`config.mk`:
```
export PLATFORM = sky130hd
export DESIGN_NAME = ifetch_stage_flat
export DESIGN_NICKNAME = d
export VERILOG_FILES = /design/src/rtl/ifetch_stage_if.sv /design/src/rtl/ifetch_stage.sv /design/src/flat_wrapper.sv
export SDC_FILE = /design/constraint.sdc
export NUM_CORES = 1
export LEC_CHECK = 0
export ABC_AREA = 0
export BUFFER_PORTS_ARGS = -buffer_cell sky130_fd_sc_hd__buf_4
export CAP_MARGIN = 10
export CORE_MARGIN = 1
export CORE_UTILIZATION = 47
export DETAILED_ROUTE_END_ITERATION = 6
export GPL_ROUTABILITY_DRIVEN = 0
export PLACE_DENSITY = 0.71
export SETUP_SLACK_MARGIN = 0.2
export SLEW_MARGIN = 20
export SYNTH_ARGS = -nofsm -noshare
export SYNTH_HDL_FRONTEND = slang
export SYNTH_SLANG_ARGS = --single-unit
```
`constraint.sdc`:
```
create_clock -name clk -period 10.1 [get_ports clk]
set_input_delay 1.01 -clock clk [delete_from_list [all_inputs] [get_ports clk]]
set_output_delay 1.01 -clock clk [all_outputs]
set_load 0.005 [all_outputs]
```
`src/rtl/ifetch_stage_if.sv`:
```
// Instruction-memory request/response channel between ifetch_stage (master) and
// the instruction memory (slave). Requests are address-only; responses return in order.
interface ifetch_stage_if;
  logic        imem_req;
  logic [31:0] imem_addr;
  logic        imem_ready;
  logic        imem_rvalid;
  logic [31:0] imem_rdata;

  modport master (
    output imem_req,
    output imem_addr,
    input  imem_ready,
    input  imem_rvalid,
    input  imem_rdata
  );

  modport slave (
    input  imem_req,
    input  imem_addr,
    output imem_ready,
    output imem_rvalid,
    output imem_rdata
  );
endinterface

```
`src/rtl/ifetch_stage.sv`:
```
// Instruction-fetch stage: fetch PC, in-order prefetch queue and wrong-path response drop.
// Optional delivered-instruction counter on fetch_count when IFETCH_PERF_CNT_EN is defined.
module ifetch_stage #(
  parameter int          DEPTH    = 2,
  parameter logic [31:0] RESET_PC = 32'h0000_0000,
  parameter logic [31:0] NOP      = 32'hE1A0_0000
) (
  input  logic                 clk,
  input  logic                 reset,
  input  logic                 stall,
  input  logic                 redirect,
  input  logic [31:0]          redirect_pc,
  ifetch_stage_if.master       imem,
  output logic [31:0]          InstrF,
  output logic [31:0]          PCPlus8,
  output logic                 InstrValidF
`ifdef IFETCH_PERF_CNT_EN
  ,
  output logic [31:0]          fetch_count
`endif
);

  localparam int PTR_W  = (DEPTH > 1) ? $clog2(DEPTH) : 1;
  localparam int CNT_W  = PTR_W + 1;
  localparam int DROP_W = 16;
  localparam logic [CNT_W:0]   DEPTH_OCC = (CNT_W + 1)'(DEPTH);
  localparam logic [CNT_W-1:0] DEPTH_CNT = CNT_W'(DEPTH);

  logic [31:0]       pc_q, pc_d;
  logic [31:0]       resp_pc_q, resp_pc_d;
  logic [PTR_W-1:0]  rd_ptr_q, rd_ptr_d;
  logic [PTR_W-1:0]  wr_ptr_q, wr_ptr_d;
  logic [CNT_W-1:0]  count_q, count_d;
  logic [CNT_W-1:0]  out_q, out_d;
  logic [DROP_W-1:0] drop_q, drop_d;

  // NOTE: queue storage has no reset; count_q alone decides which entries are live.
  logic [31:0] instr_mem [DEPTH];
  logic [31:0] pc8_mem   [DEPTH];

  logic          head_valid;
  logic          pop;
  logic          push;
  logic          rsp_live;
  logic          accept;
  logic          req;
  logic [CNT_W:0] occupancy;
  logic          unused_redirect_lsb;

  assign unused_redirect_lsb = ^redirect_pc[1:0];

  assign head_valid = (count_q != '0);
  // A head consumed in a redirect cycle belongs to the flushed path, so it is not a pop.
  assign pop        = ~stall & ~redirect & head_valid;
  assign rsp_live   = imem.imem_rvalid & (drop_q == '0);
  assign push       = rsp_live & ~redirect;

  // Slots reserved by the queue and by in-flight requests; the head leaving this
  // cycle frees its slot early so a 1-cycle memory can sustain one word per cycle.
  assign occupancy  = {1'b0, count_q} + {1'b0, out_q} - {{CNT_W{1'b0}}, pop};
  assign req        = reset & ~redirect & (occupancy < DEPTH_OCC);
  assign accept     = req & imem.imem_ready;

  assign imem.imem_req  = req;
  assign imem.imem_addr = pc_q;

  assign InstrValidF = head_valid;
  assign InstrF      = head_valid ? instr_mem[rd_ptr_q] : NOP;
  assign PCPlus8     = head_valid ? pc8_mem[rd_ptr_q]   : pc_q + 32'd8;

  // NOTE: every _d takes its _q value first so no path through this block infers a latch.
  always_comb begin
    pc_d      = pc_q;
    resp_pc_d = resp_pc_q;
    rd_ptr_d  = rd_ptr_q;
    wr_ptr_d  = wr_ptr_q;
    count_d   = count_q;
    out_d     = out_q;
    drop_d    = drop_q;

    if (redirect) begin
      pc_d      = {redirect_pc[31:2], 2'b00};
      resp_pc_d = {redirect_pc[31:2], 2'b00};
      rd_ptr_d  = '0;
      wr_ptr_d  = '0;
      count_d   = '0;
      out_d     = '0;
      // Everything still in flight is now wrong-path; a response landing this cycle
      // retires one of those immediately.
      drop_d    = drop_q + DROP_W'(out_q) - DROP_W'(imem.imem_rvalid);
    end else begin
      if (accept) begin
        pc_d = pc_q + 32'd4;
      end
      if (imem.imem_rvalid && (drop_q != '0)) begin
        drop_d = drop_q - DROP_W'(1);
      end
      out_d = out_q + CNT_W'(accept) - CNT_W'(rsp_live);
      if (push) begin
        wr_ptr_d  = wr_ptr_q + PTR_W'(1);
        resp_pc_d = resp_pc_q + 32'd4;
      end
      if (pop) begin
        rd_ptr_d = rd_ptr_q + PTR_W'(1);
      end
      count_d = count_q + CNT_W'(push) - CNT_W'(pop);
    end
  end

  // NOTE: sequential state uses <= so every register samples the same pre-edge values.
  always_ff @(posedge clk) begin
    if (!reset) begin
      pc_q      <= RESET_PC;
      resp_pc_q <= RESET_PC;
      rd_ptr_q  <= '0;
      wr_ptr_q  <= '0;
      count_q   <= '0;
      out_q     <= '0;
      drop_q    <= '0;
    end else begin
      pc_q      <= pc_d;
      resp_pc_q <= resp_pc_d;
      rd_ptr_q  <= rd_ptr_d;
      wr_ptr_q  <= wr_ptr_d;
      count_q   <= count_d;
      out_q     <= out_d;
      drop_q    <= drop_d;
    end
  end

  always_ff @(posedge clk) begin
    if (push) begin
      instr_mem[wr_ptr_q] <= imem.imem_rdata;
      pc8_mem[wr_ptr_q]   <= resp_pc_q + 32'd8;
    end
  end

`ifdef IFETCH_PERF_CNT_EN
  logic [31:0] fetch_count_q;

  always_ff @(posedge clk) begin
    if (!reset) begin
      fetch_count_q <= '0;
    end else if (pop) begin
      fetch_count_q <= fetch_count_q + 32'd1;
    end
  end

  assign fetch_count = fetch_count_q;
`endif

`ifndef SYNTHESIS
  a_no_overflow: assert property (@(posedge clk) disable iff (!reset)
    !(push && !pop && (count_q == DEPTH_CNT)));

  a_no_unexpected_rsp: assert property (@(posedge clk) disable iff (!reset)
    !(imem.imem_rvalid && (out_q == '0) && (drop_q == '0)));
`endif

endmodule

```
`src/flat_wrapper.sv`:
```
// flat-port wrapper written by rule: the top's interface ports become plain ports
module ifetch_stage_flat 
#(
  parameter int          DEPTH    = 2,
  parameter logic [31:0] RESET_PC = 32'h0000_0000,
  parameter logic [31:0] NOP      = 32'hE1A0_0000
)
  (clk, reset, stall, redirect, redirect_pc, InstrF, PCPlus8, InstrValidF, imem_imem_req, imem_imem_addr, imem_imem_ready, imem_imem_rvalid, imem_imem_rdata);
  ifetch_stage_if imem_i ();
  input  logic clk;
  input  logic reset;
  input  logic stall;
  input  logic redirect;
  input  logic [31:0] redirect_pc;
  output logic [31:0] InstrF;
  output logic [31:0] PCPlus8;
  output logic InstrValidF;
  output wire logic [$bits(imem_i.imem_req)-1:0] imem_imem_req;
  output wire logic [$bits(imem_i.imem_addr)-1:0] imem_imem_addr;
  input wire logic [$bits(imem_i.imem_ready)-1:0] imem_imem_ready;
  input wire logic [$bits(imem_i.imem_rvalid)-1:0] imem_imem_rvalid;
  input wire logic [$bits(imem_i.imem_rdata)-1:0] imem_imem_rdata;
  assign imem_imem_req = imem_i.imem_req;
  assign imem_imem_addr = imem_i.imem_addr;
  assign imem_i.imem_ready = imem_imem_ready;
  assign imem_i.imem_rvalid = imem_imem_rvalid;
  assign imem_i.imem_rdata = imem_imem_rdata;
  ifetch_stage #(.DEPTH(DEPTH), .RESET_PC(RESET_PC), .NOP(NOP)) u_core (.clk(clk), .reset(reset), .stall(stall), .redirect(redirect), .redirect_pc(redirect_pc), .imem(imem_i), .InstrF(InstrF), .PCPlus8(PCPlus8), .InstrValidF(InstrValidF));
endmodule
```
After elaboration in Yosys (flattened, before gate mapping)
Memory sizes are Yosys's and may differ from the RTL's. A register that Yosys moved wholly into a read port is not among the register bits.
Index checks and enable logic that the tools add are counted.

storage, ports and cells
  bits in registers = 86
  memory bits (writable) = 128
  output and inout port bits = 98
  memories = 2

memories
  memory            depth  width  rd ports  clocked after Yosys merged registers in  write ports  line                source
  u_core.instr_mem  2      32     1         1                                        1            ifetch_stage.sv:38  logic [31:0] instr_mem [DEPTH];
  u_core.pc8_mem    2      32     1         1                                        1            ifetch_stage.sv:39  logic [31:0] pc8_mem [DEPTH];

operators by class
  add/sub/neg operators = 15
  order comparisons = 1
  mux-type cells = 14
  bitwise gates (word level) = 10
  reduce and logical (&&, ||, !) cells = 8

operator list
  operator               count
  $mux 32                6
  $add 32x3->32 const B  2
  $add 32x4->32 const B  2
  $mux 16                2
  $add 16x2->16          1
  $logic_not 16->1       1
  $reduce_bool 16->1     1
  $sub 16x1->16          1
  $sub 16x1->16 const B  1
  $reduce_bool 2->1      4
  $and 1x1->1            7
  $mux 1                 6
  $add 2x1->2            2
  $sub 2x1->2            2
  $add 2x2->3            1
  $lt 3x2->1 const B     1
  $not 1->1              3
  $sub 3x1->3            1
  $add 1x1->1 const B    2
  $reduce_or 2->1        1
  $logic_and 1x1->1      1

Longest topological paths before layout
Gate-level depths: netlist of the first run.

  depth in word-level cells = 9
  depth in mapped cells = 14
  depth with buffers taken out = 13

Worst setup path before layout of the first run
No wires, ideal clock.

  path type = input to register
  start = input port redirect
  end = memory u_core.instr_mem[0][0] (enable)
  data arrival time = 5,913 ps
  required time = 9,542 ps
  slack = 3,629 ps
  stages = 4
  path buffers = 3
  cell sequence = clkbuf_1 -> buf_1 -> clkbuf_1 -> nor3_1

between the ends
  longest elaborated chain between the ends = 4

RTL lines
  item                          line                 source
  start, declared               flat_wrapper.sv:13   input logic redirect;
  $not 1->1                     ifetch_stage.sv:56   assign push = rsp_live & ~redirect;
  $and 1x1->1                   ifetch_stage.sv:56
  $mux 1                        ifetch_stage.sv:132  if (push) begin
  $mux 1 (implied by the code)  ifetch_stage.sv:133  instr_mem[wr_ptr_q] <= imem.imem_rdata;
  end, declared                 ifetch_stage.sv:38

No other way between the ends.

Worst setup path after layout of the first run
  start = register u_core.count_q[1]
  end = output port imem_imem_req

between the ends
  longest elaborated chain between the ends = 5

RTL lines
  item                    line                 source
  start, declared         ifetch_stage.sv:33   logic [CNT_W-1:0] count_q, count_d;
  start signal, assigned  ifetch_stage.sv:125  count_q <= count_d;
  $reduce_bool 2->1       ifetch_stage.sv:52   assign head_valid = (count_q != '0);
  $and 1x1->1             ifetch_stage.sv:54   assign pop = ~stall & ~redirect & head_valid;
  via u_core.pop          ifetch_stage.sv:42   logic pop;
  $sub 3x1->3             ifetch_stage.sv:60   assign occupancy = {1'b0, count_q} + {1'b0, out_q} - {{CNT_W{1'b0}}, pop};
  $lt 3x2->1              ifetch_stage.sv:61   assign req = reset & ~redirect & (occupancy < DEPTH_OCC);
  $and 1x1->1             ifetch_stage.sv:61
  end, declared           flat_wrapper.sv:18   output wire logic [$bits(imem_i.imem_req)-1:0] imem_imem_req;

The timed path passes the listed nets, and every way through them passes these cells.

==> results of run 1 <==
==> worst reg2reg max path: cells and delay by family, from the launching register on <==
family	cells	cell delay, ps
AO/OA/AOI/OAI	2	490
XOR/XNOR	1	290
adder cells (fa/ha/maj)	2	730
buffers and inverters	3	1130
flip-flops	1	330
AND/OR/NAND/NOR	6	1080
==> layer usage <==
metal | GRT usage (%) | wire (um)
met3 | 5.01 | 2610
met2 | 38.1 | 13400
met4 | 9.99 | 1220
met1 | 31.0 | 12700
met5 | 0 | 0
==> flip-flops by register name, summed over array words and instances (netlist names), 2 cells and up, named ones only <==
register and count:
u_core.resp_pc_q 30, u_core.drop_q 16, u_core.pc8_mem 60, u_core.imem.imem_addr 30, u_core.instr_mem 64, u_core.count_q 2
u_core.out_q 2
==> area by class of cell <==
| cell class | instances | area, um2 |
|---|---|---|
| clock inverter | 9 | 86.3 |
| inverter | 52 | 195 |
| fill | 2090 | 10100 |
| multi-input combinational | 815 | 5460 |
| timing repair buffer | 167 | 1250 |
| tap | 319 | 399 |
| sequential | 207 | 5390 |
| clock buffer | 32 | 619 |
==> through the flow <==
stage / std cells / worst slack, ps / hold slack [ps] / power, mW / util (%)
global route: 1601 / 5520 / 545 / 2.63 / 56.9
global placement: 1560 / 5600 / 490 / 1.69 / 53.9
detailed placement: 1560 / 5480 / 498 / 1.70 / 53.9
CTS: 1601 / 5720 / 517 / 2.51 / 56.9
finish: 1601 / 5830 / 512 / 2.50 / 56.9
floorplan: 1137 / 3630 / 476 / 1.52 / -
==> worst max-delay path by stage <==
stage,end,from,depth (start not counted),slack (ps)
detailed placement,u_core.imem.imem_addr[21]$_SDFFE_PN0P_,redirect,13,5480
global placement,u_core.imem.imem_addr[21]$_SDFFE_PN0P_,redirect,13,5600
finish,imem_imem_req,u_core.count_q[1]$_SDFF_PP0_,10,5830
global route,u_core.imem.imem_addr[21]$_SDFFE_PN0P_,u_core.count_q[1]$_SDFF_PP0_,14,5520
CTS,imem_imem_req,u_core.count_q[1]$_SDFF_PP0_,10,5720
floorplan,u_core.instr_mem[0][0]$_DFFE_PP_,redirect,4,3630
==> power by group <==
part	switching (mW)	total, mW	internal [mW]
Clock	0.341	0.796	0.456
Sequential	0.0509	0.990	0.939
Combinational	0.398	0.712	0.315
Total	0.789	2.50	1.71
==> kinds of logic (layout without fill, tap and decap cells) <==
kind of cell	count (synthesis)	count (layout)	synth area share [%]
AO/OA/AOI/OAI	220	220	11.6
AND/OR/NAND/NOR	365	365	16.6
other	1	4	0.0332
flip-flops	207	207	47.6
adder cells (fa/ha/maj)	47	47	5.34
buffers and inverters	115	260	4.27
XOR/XNOR	125	125	9.69
multiplexers	54	54	4.79
==> cell usage in the layout (no fill, tap or decap), types with 18 or more instances in the layout <==
cell type / synthesis / final
xor2_1: 47 / 47
mux2i_1: 53 / 53
clkbuf_16: 0 / 23
ha_1: 45 / 45
o21ai_0: 62 / 62
a211oi_1: 18 / 18
edfxtp_1: 124 / 124
nor3_1: 21 / 20
nand2_1: 95 / 95
buf_4: 6 / 167
nand4_1: 29 / 29
nand3_1: 42 / 42
xnor2_1: 78 / 78
a21oi_1: 77 / 77
nor2_1: 88 / 87
inv_1: 51 / 50
dfxtp_1: 83 / 82
and3_1: 23 / 22
==> results by group, run 1 <==
Status
  • Outcome: finished, final reports clean

Finish
  • Final instance area: 13400 um2
  • Share of cells above drive strength 1: 17.6%
  • Area growth, synth to finish: 18.6%
  • Ant. Diodes: 0
  • Layout net count: 1383

Clocking
  • Cts hold-fix bufs: 0
  • CTS sink count: just over 200
  • Setup Fix Bufs, Post-CTS: 0
  • Root Driver: clkbuf_16
  • CTS Buf Count: 23
  • CTS tree: done
  • Clock-pin slew on the worst setup and hold paths: 60 ps
  • H-Tree Depth: 1
  • Post-cts sizing count: 0
  • CTS max path bufs: 3
  • Worst skew pair latency: ~530 ps

GRT
  • Number of global-route vias before repair: about 8300
  • Tot GR Track Use: between 20% and 30%
  • Largest net degree at the start of global routing: a little under 90
  • First-pass GRT wire length: ~45 mm
  • Initial antenna violation count: 0
  • Grt ovf: 0

Floorplan
  • Initial core utilization: about half
  • Core area: between 20000 and 25000 um2
  • Io pins: between 150 and 200
  • DIE AREA: 24700 um2
  • Die Y: between 150 and 200 um
  • Num rows: between 50 and 60
  • Die Width: 157 um

Route
  • Post-DR wirelength/cell: 18.6 um
  • DR vias/cell: approximately 5.6
  • Via count: just under 9000
  • Routed WL: just under 30 mm
  • DRT Pass-1 Iters: 5
  • 1st-iter DRT viols: 765
  • DRC errors left: 0
  • Post-route ant nets: 0

STA
  • Max-slew violation count: 0
  • Measured slew at the worst slew-check pin: between 900 and 1000 ps
  • Maximum clock rate: 0.234 GHz
  • Final Cycle Share: between 40% and 50%
  • RSZ-0062 raised after global routing: no
  • Min cycle time layout: ~4300 ps
  • Final Hold Fails: 0
  • Final setup vio count: 0
  • Slew HR: a little under two fifths
  • Post-Route Setup TNS: 0 ps
  • Worst Skew: 14.8 ps

Worst setup path
  • Flop-to-flop setup slack: about 6000 ps
  • Worst reg2reg path endpoint: u_core.imem.imem_addr[16]$_SDFFE_PN0P_
  • Data required time of the critical path: 9090 ps
  • Critical path arrival: 3260 ps
  • CP max stage cell: buf_4
  • Most frequent cell on the critical path: buf_4
  • CP delay by family, top: buffers and inverters
  • Worst path max stage delay: 640 ps
  • Sequence of cells on the critical path: nor2_4 -> buf_4 -> nor3_1 -> ha_1 -> inv_1 -> nand2_1 -> fa_1 -> xor2_1 -> and3_1 -> buf_4
  • Crit path kind: reg2out
  • Largest fanout on the critical path: 88
  • Startpoint types: register
  • Worst path bufs/invs: 3
  • Reg-to-reg startpoint: u_core.count_q[1]$_SDFF_PP0_
  • Worst R2R Path Depth: 14
  • Crit path capture type: primary output

Worst hold path
  • Hold WC Path Type: reg2reg
  • Hold path depth: 2
  • Worst hold start: u_core.rd_ptr_q$_SDFFE_PP0P_

Yosys
  • Top_reg_cell synth: edfxtp_1
  • Count leader, synth: edfxtp_1
  • Post-synth EDFFs: 124
  • Mapped Area: 11300 um2
  • Unique masters post-synth: about 70
  • Syn Area/Cell: 9.97 um2
  • Sequential area share after synthesis: 47.6%
  • Yosys top cell by area: edfxtp_1
  • Yosys warns: 0
  • Top cells by count, synth: edfxtp_1, nand2_1, nor2_1, dfxtp_1, xnor2_1
  • Ys async rst share: 0%
  • Synth area leaders: edfxtp_1, dfxtp_1, xnor2_1
  • Synth Register Bits: just over 200
  • Cells after Synth: about 1100
  • Yosys top cell area share: between 30% and 40%

Run
  • Maxcap violations: 0

Placed design
  • I/O Buffers: ~160
  • Hpwl dp: around 21 mm
  • Dpl cell area: 12700 um2

Power and ir drop
  • Pwr Density: 186 nW/um2
  • Max VDD drop: 0.109 mV
  • Pleak: between 5 and 6 nW
No activity file was read; power rests on OpenSTA's default activity.
==> run 2, diff against run 1 <==
--- a/config.mk
+++ b/config.mk
@@ -12,7 +12,7 @@
 export CORE_UTILIZATION = 47
 export DETAILED_ROUTE_END_ITERATION = 6
 export GPL_ROUTABILITY_DRIVEN = 0
-export PLACE_DENSITY = 0.71
+export PLACE_DENSITY = 0.73
 export SETUP_SLACK_MARGIN = 0.2
 export SLEW_MARGIN = 20
 export SYNTH_ARGS = -nofsm -noshare
==> constraint.sdc (replaced) <==
create_clock -name clk -period 3.9 [get_ports clk]
set_input_delay 0.39 -clock clk [delete_from_list [all_inputs] [get_ports clk]]
set_output_delay 0.39 -clock clk [all_outputs]
set_load 0.005 [all_outputs]
==> run 2 against run 1 <==
Clock-buffer cell count is 3 lower; non-clock buffer count is 5 higher; sequential share of layout area is 0.42 points lower; worst setup slack worse by 5500 ps; global-route usage is 0.38 points higher; worst hold slack worse by 470 ps; routed wire length is 1.1% higher; critical path depth is 2 lower; via count is 1.4% higher; highest routed layer unchanged; power grew to 2.6 times the previous value; clock power grew to 2.7 times the previous value; final area is 1.1% higher.
==> results by group, run 2 (synthesis gave the netlist of run 1 again) <==
Finish
  • Register bank with the most flops: u_core.instr_mem
  • Max reg flops: 64
  • Share of cells above drive strength 1: 18.3%
  • Most frequent cells in the layout: buf_4, edfxtp_1, nand2_1
  • Biggest regs: u_core.instr_mem: 64 flops, u_core.pc8_mem: 60 flops
  • Layout net count: approximately 1400
  • Commonest non-fill, non-tap cell in the layout: buf_4
  • Layout Utilization: between 50% and 60%
  • Area growth, synth to finish: 19.8%
  • Fillers: approximately 2000
  • Ant. Diodes: 0

Clocking
  • Clock-pin slew on the worst setup and hold paths: about 60 ps
  • CTS sink count: approximately 210
  • CTS max path bufs: 3
  • CTS tree: done
  • H-Tree Depth: 1
  • Setup Fix Bufs, Post-CTS: 0
  • Post-cts sizing count: 0
  • Cts hold-fix bufs: 0
  • CTS Buf Count: 23
  • Worst skew pair latency: between 500 and 600 ps
  • Root Driver: clkbuf_16

Worst setup path
  • Flop-to-flop setup slack: about 670 ps
  • Crit path capture type: primary output
  • Largest fanout on the critical path: 8
  • Worst reg2reg path endpoint: u_core.imem.imem_addr[16]$_SDFFE_PN0P_
  • Worst R2R Path Depth: 13
  • Reg-to-reg startpoint: u_core.count_q[1]$_SDFF_PP0_
  • Startpoint types: register
  • Data required time of the critical path: about 3500 ps
  • Critical path arrival: around 3100 ps
  • Crit path kind: reg2out

STA
  • Measured slew at the worst slew-check pin: slightly below 1000 ps
  • Min cycle time layout: approximately 3500 ps
  • Final Cycle Share: 90.4%
  • Max-slew violation count: 0
  • Maximum clock rate: 0.284 GHz
  • Hold slack: between 40 and 50 ps
  • RSZ-0062 raised after global routing: no
  • Worst Skew: around 22 ps
  • Final Hold Fails: 0
  • Final setup vio count: 0
  • Slew HR: 34.3%
  • Post-Route Setup TNS: 0 ps

GRT
  • First-pass GRT wire length: between 40 and 50 mm
  • Initial antenna violation count: 0
  • Grt ovf: 0
  • Largest net degree at the start of global routing: slightly below 90
  • Tot GR Track Use: 24.1%
  • Number of global-route vias before repair: ~8400

Run
  • Maxcap violations: 0

Worst hold path
  • Worst hold start: imem_imem_rdata[28]
  • Worst hold endpoint: u_core.instr_mem[0][28]$_DFFE_PP_
  • Hold path depth: 1
  • Hold WC Path Type: in2reg

Placed design
  • Hpwl dp: between 20 and 25 mm
  • I/O Buffers: ~160

Floorplan
  • DIE AREA: 24700 um2
  • Core area: roughly 24000 um2
  • Io pins: ~170
  • Initial core utilization: between 40% and 50%
  • Die Y: roughly 160 um
  • Die Width: 157 um
  • Num rows: between 50 and 60

Route
  • DR vias/cell: roughly 5.6
  • 1st-iter DRT viols: ~690
  • DRC errors left: 0
  • Via count: about 9100
  • Post-DR wirelength/cell: about 19 um
  • DRT Pass-1 Iters: 6
  • Post-route ant nets: 0
  • Routed WL: about 30 mm

Status
  • Outcome: finished, final reports clean

Power and ir drop
  • Pwr Density: a little under 500 nW/um2
  • Pleak: just over 5 nW
  • Tot Pwr: 6.59 mW
  • Max VDD drop: roughly 0.27 mV
==> run 2: changes by cell type in the layout (fill, tap and decap cells not counted), sizes merged <==
| cell | delta |
|---|---|
| clkinv | +4 |
| buf | +5 |
| bufinv | +1 |
| clkinvlp | -1 |
| clkbuf | -3 |
==> run 2: worst max path at each step <==
stage / to / depth (start not counted) / start / slack (ps)
5_1_grt: PCPlus8[25] / 8 / u_core.imem.imem_addr[3]$_SDFFE_PN0P_ / 220
6_report: PCPlus8[25] / 8 / u_core.imem.imem_addr[3]$_SDFFE_PN0P_ / 370
4_1_cts: PCPlus8[25] / 8 / u_core.imem.imem_addr[3]$_SDFFE_PN0P_ / 380
3_5_place_dp: u_core.imem.imem_addr[16]$_SDFFE_PN0P_ / 13 / redirect / 590
2_1_floorplan: u_core.instr_mem[0][0]$_DFFE_PP_ / 6 / u_core.drop_q[4]$_SDFFE_PN0P_ / 680
3_3_place_gp: u_core.imem.imem_addr[9]$_SDFFE_PN0P_ / 12 / redirect / 690
==> run 2: critical path, stage by stage (launching register included) <==
cell and delay [ps]:
dfxtp_1 480, ha_1 330, nand3_4 150, nor4_4 580
nand4_1 240, nor2_1 170, xnor2_1 270, a21oi_1 190
buf_4 200
==> run 2: where the power goes <==
part	internal, mW	switching, mW	leakage [nW]	total, mW
Combinational	0.818	1.03	2.90	1.84
Sequential	2.43	0.132	1.81	2.56
Clock	1.29	0.892	0.377	2.18
==> run 2: final cells by class <==
class                   instances  area, um2  area share, %
well taps                     319        399           2.95
inverters                      52        195           1.44
multi-input cells             815       5470           40.4
flip-flops and latches        207       5390           39.8
clock buffers                  29        629           4.65
clock inverters                13        138           1.02
repair buffers                172       1330           9.81
==> run 2: per-stage QoR <==
stage	worst slack [ps]	instance area, um2	instances
final	373	13500	1607
after global placement	688	12800	1565
after floorplan	676	11300	1137
after CTS	379	13500	1607
after detailed placement	591	12800	1565
after global routing	220	13500	1607
==> run 2: routing by layer <==
metal | vias up | share of wire (%) | global-route usage, %
met3 | 86 | 8.6 | 3.88
met2 | 416 | 45 | 39.4
li1 | 4311 | - | -
met4 | 0 | 4.6 | 10.2
met5 | - | 0 | 0
met1 | 4237 | 42 | 31.6
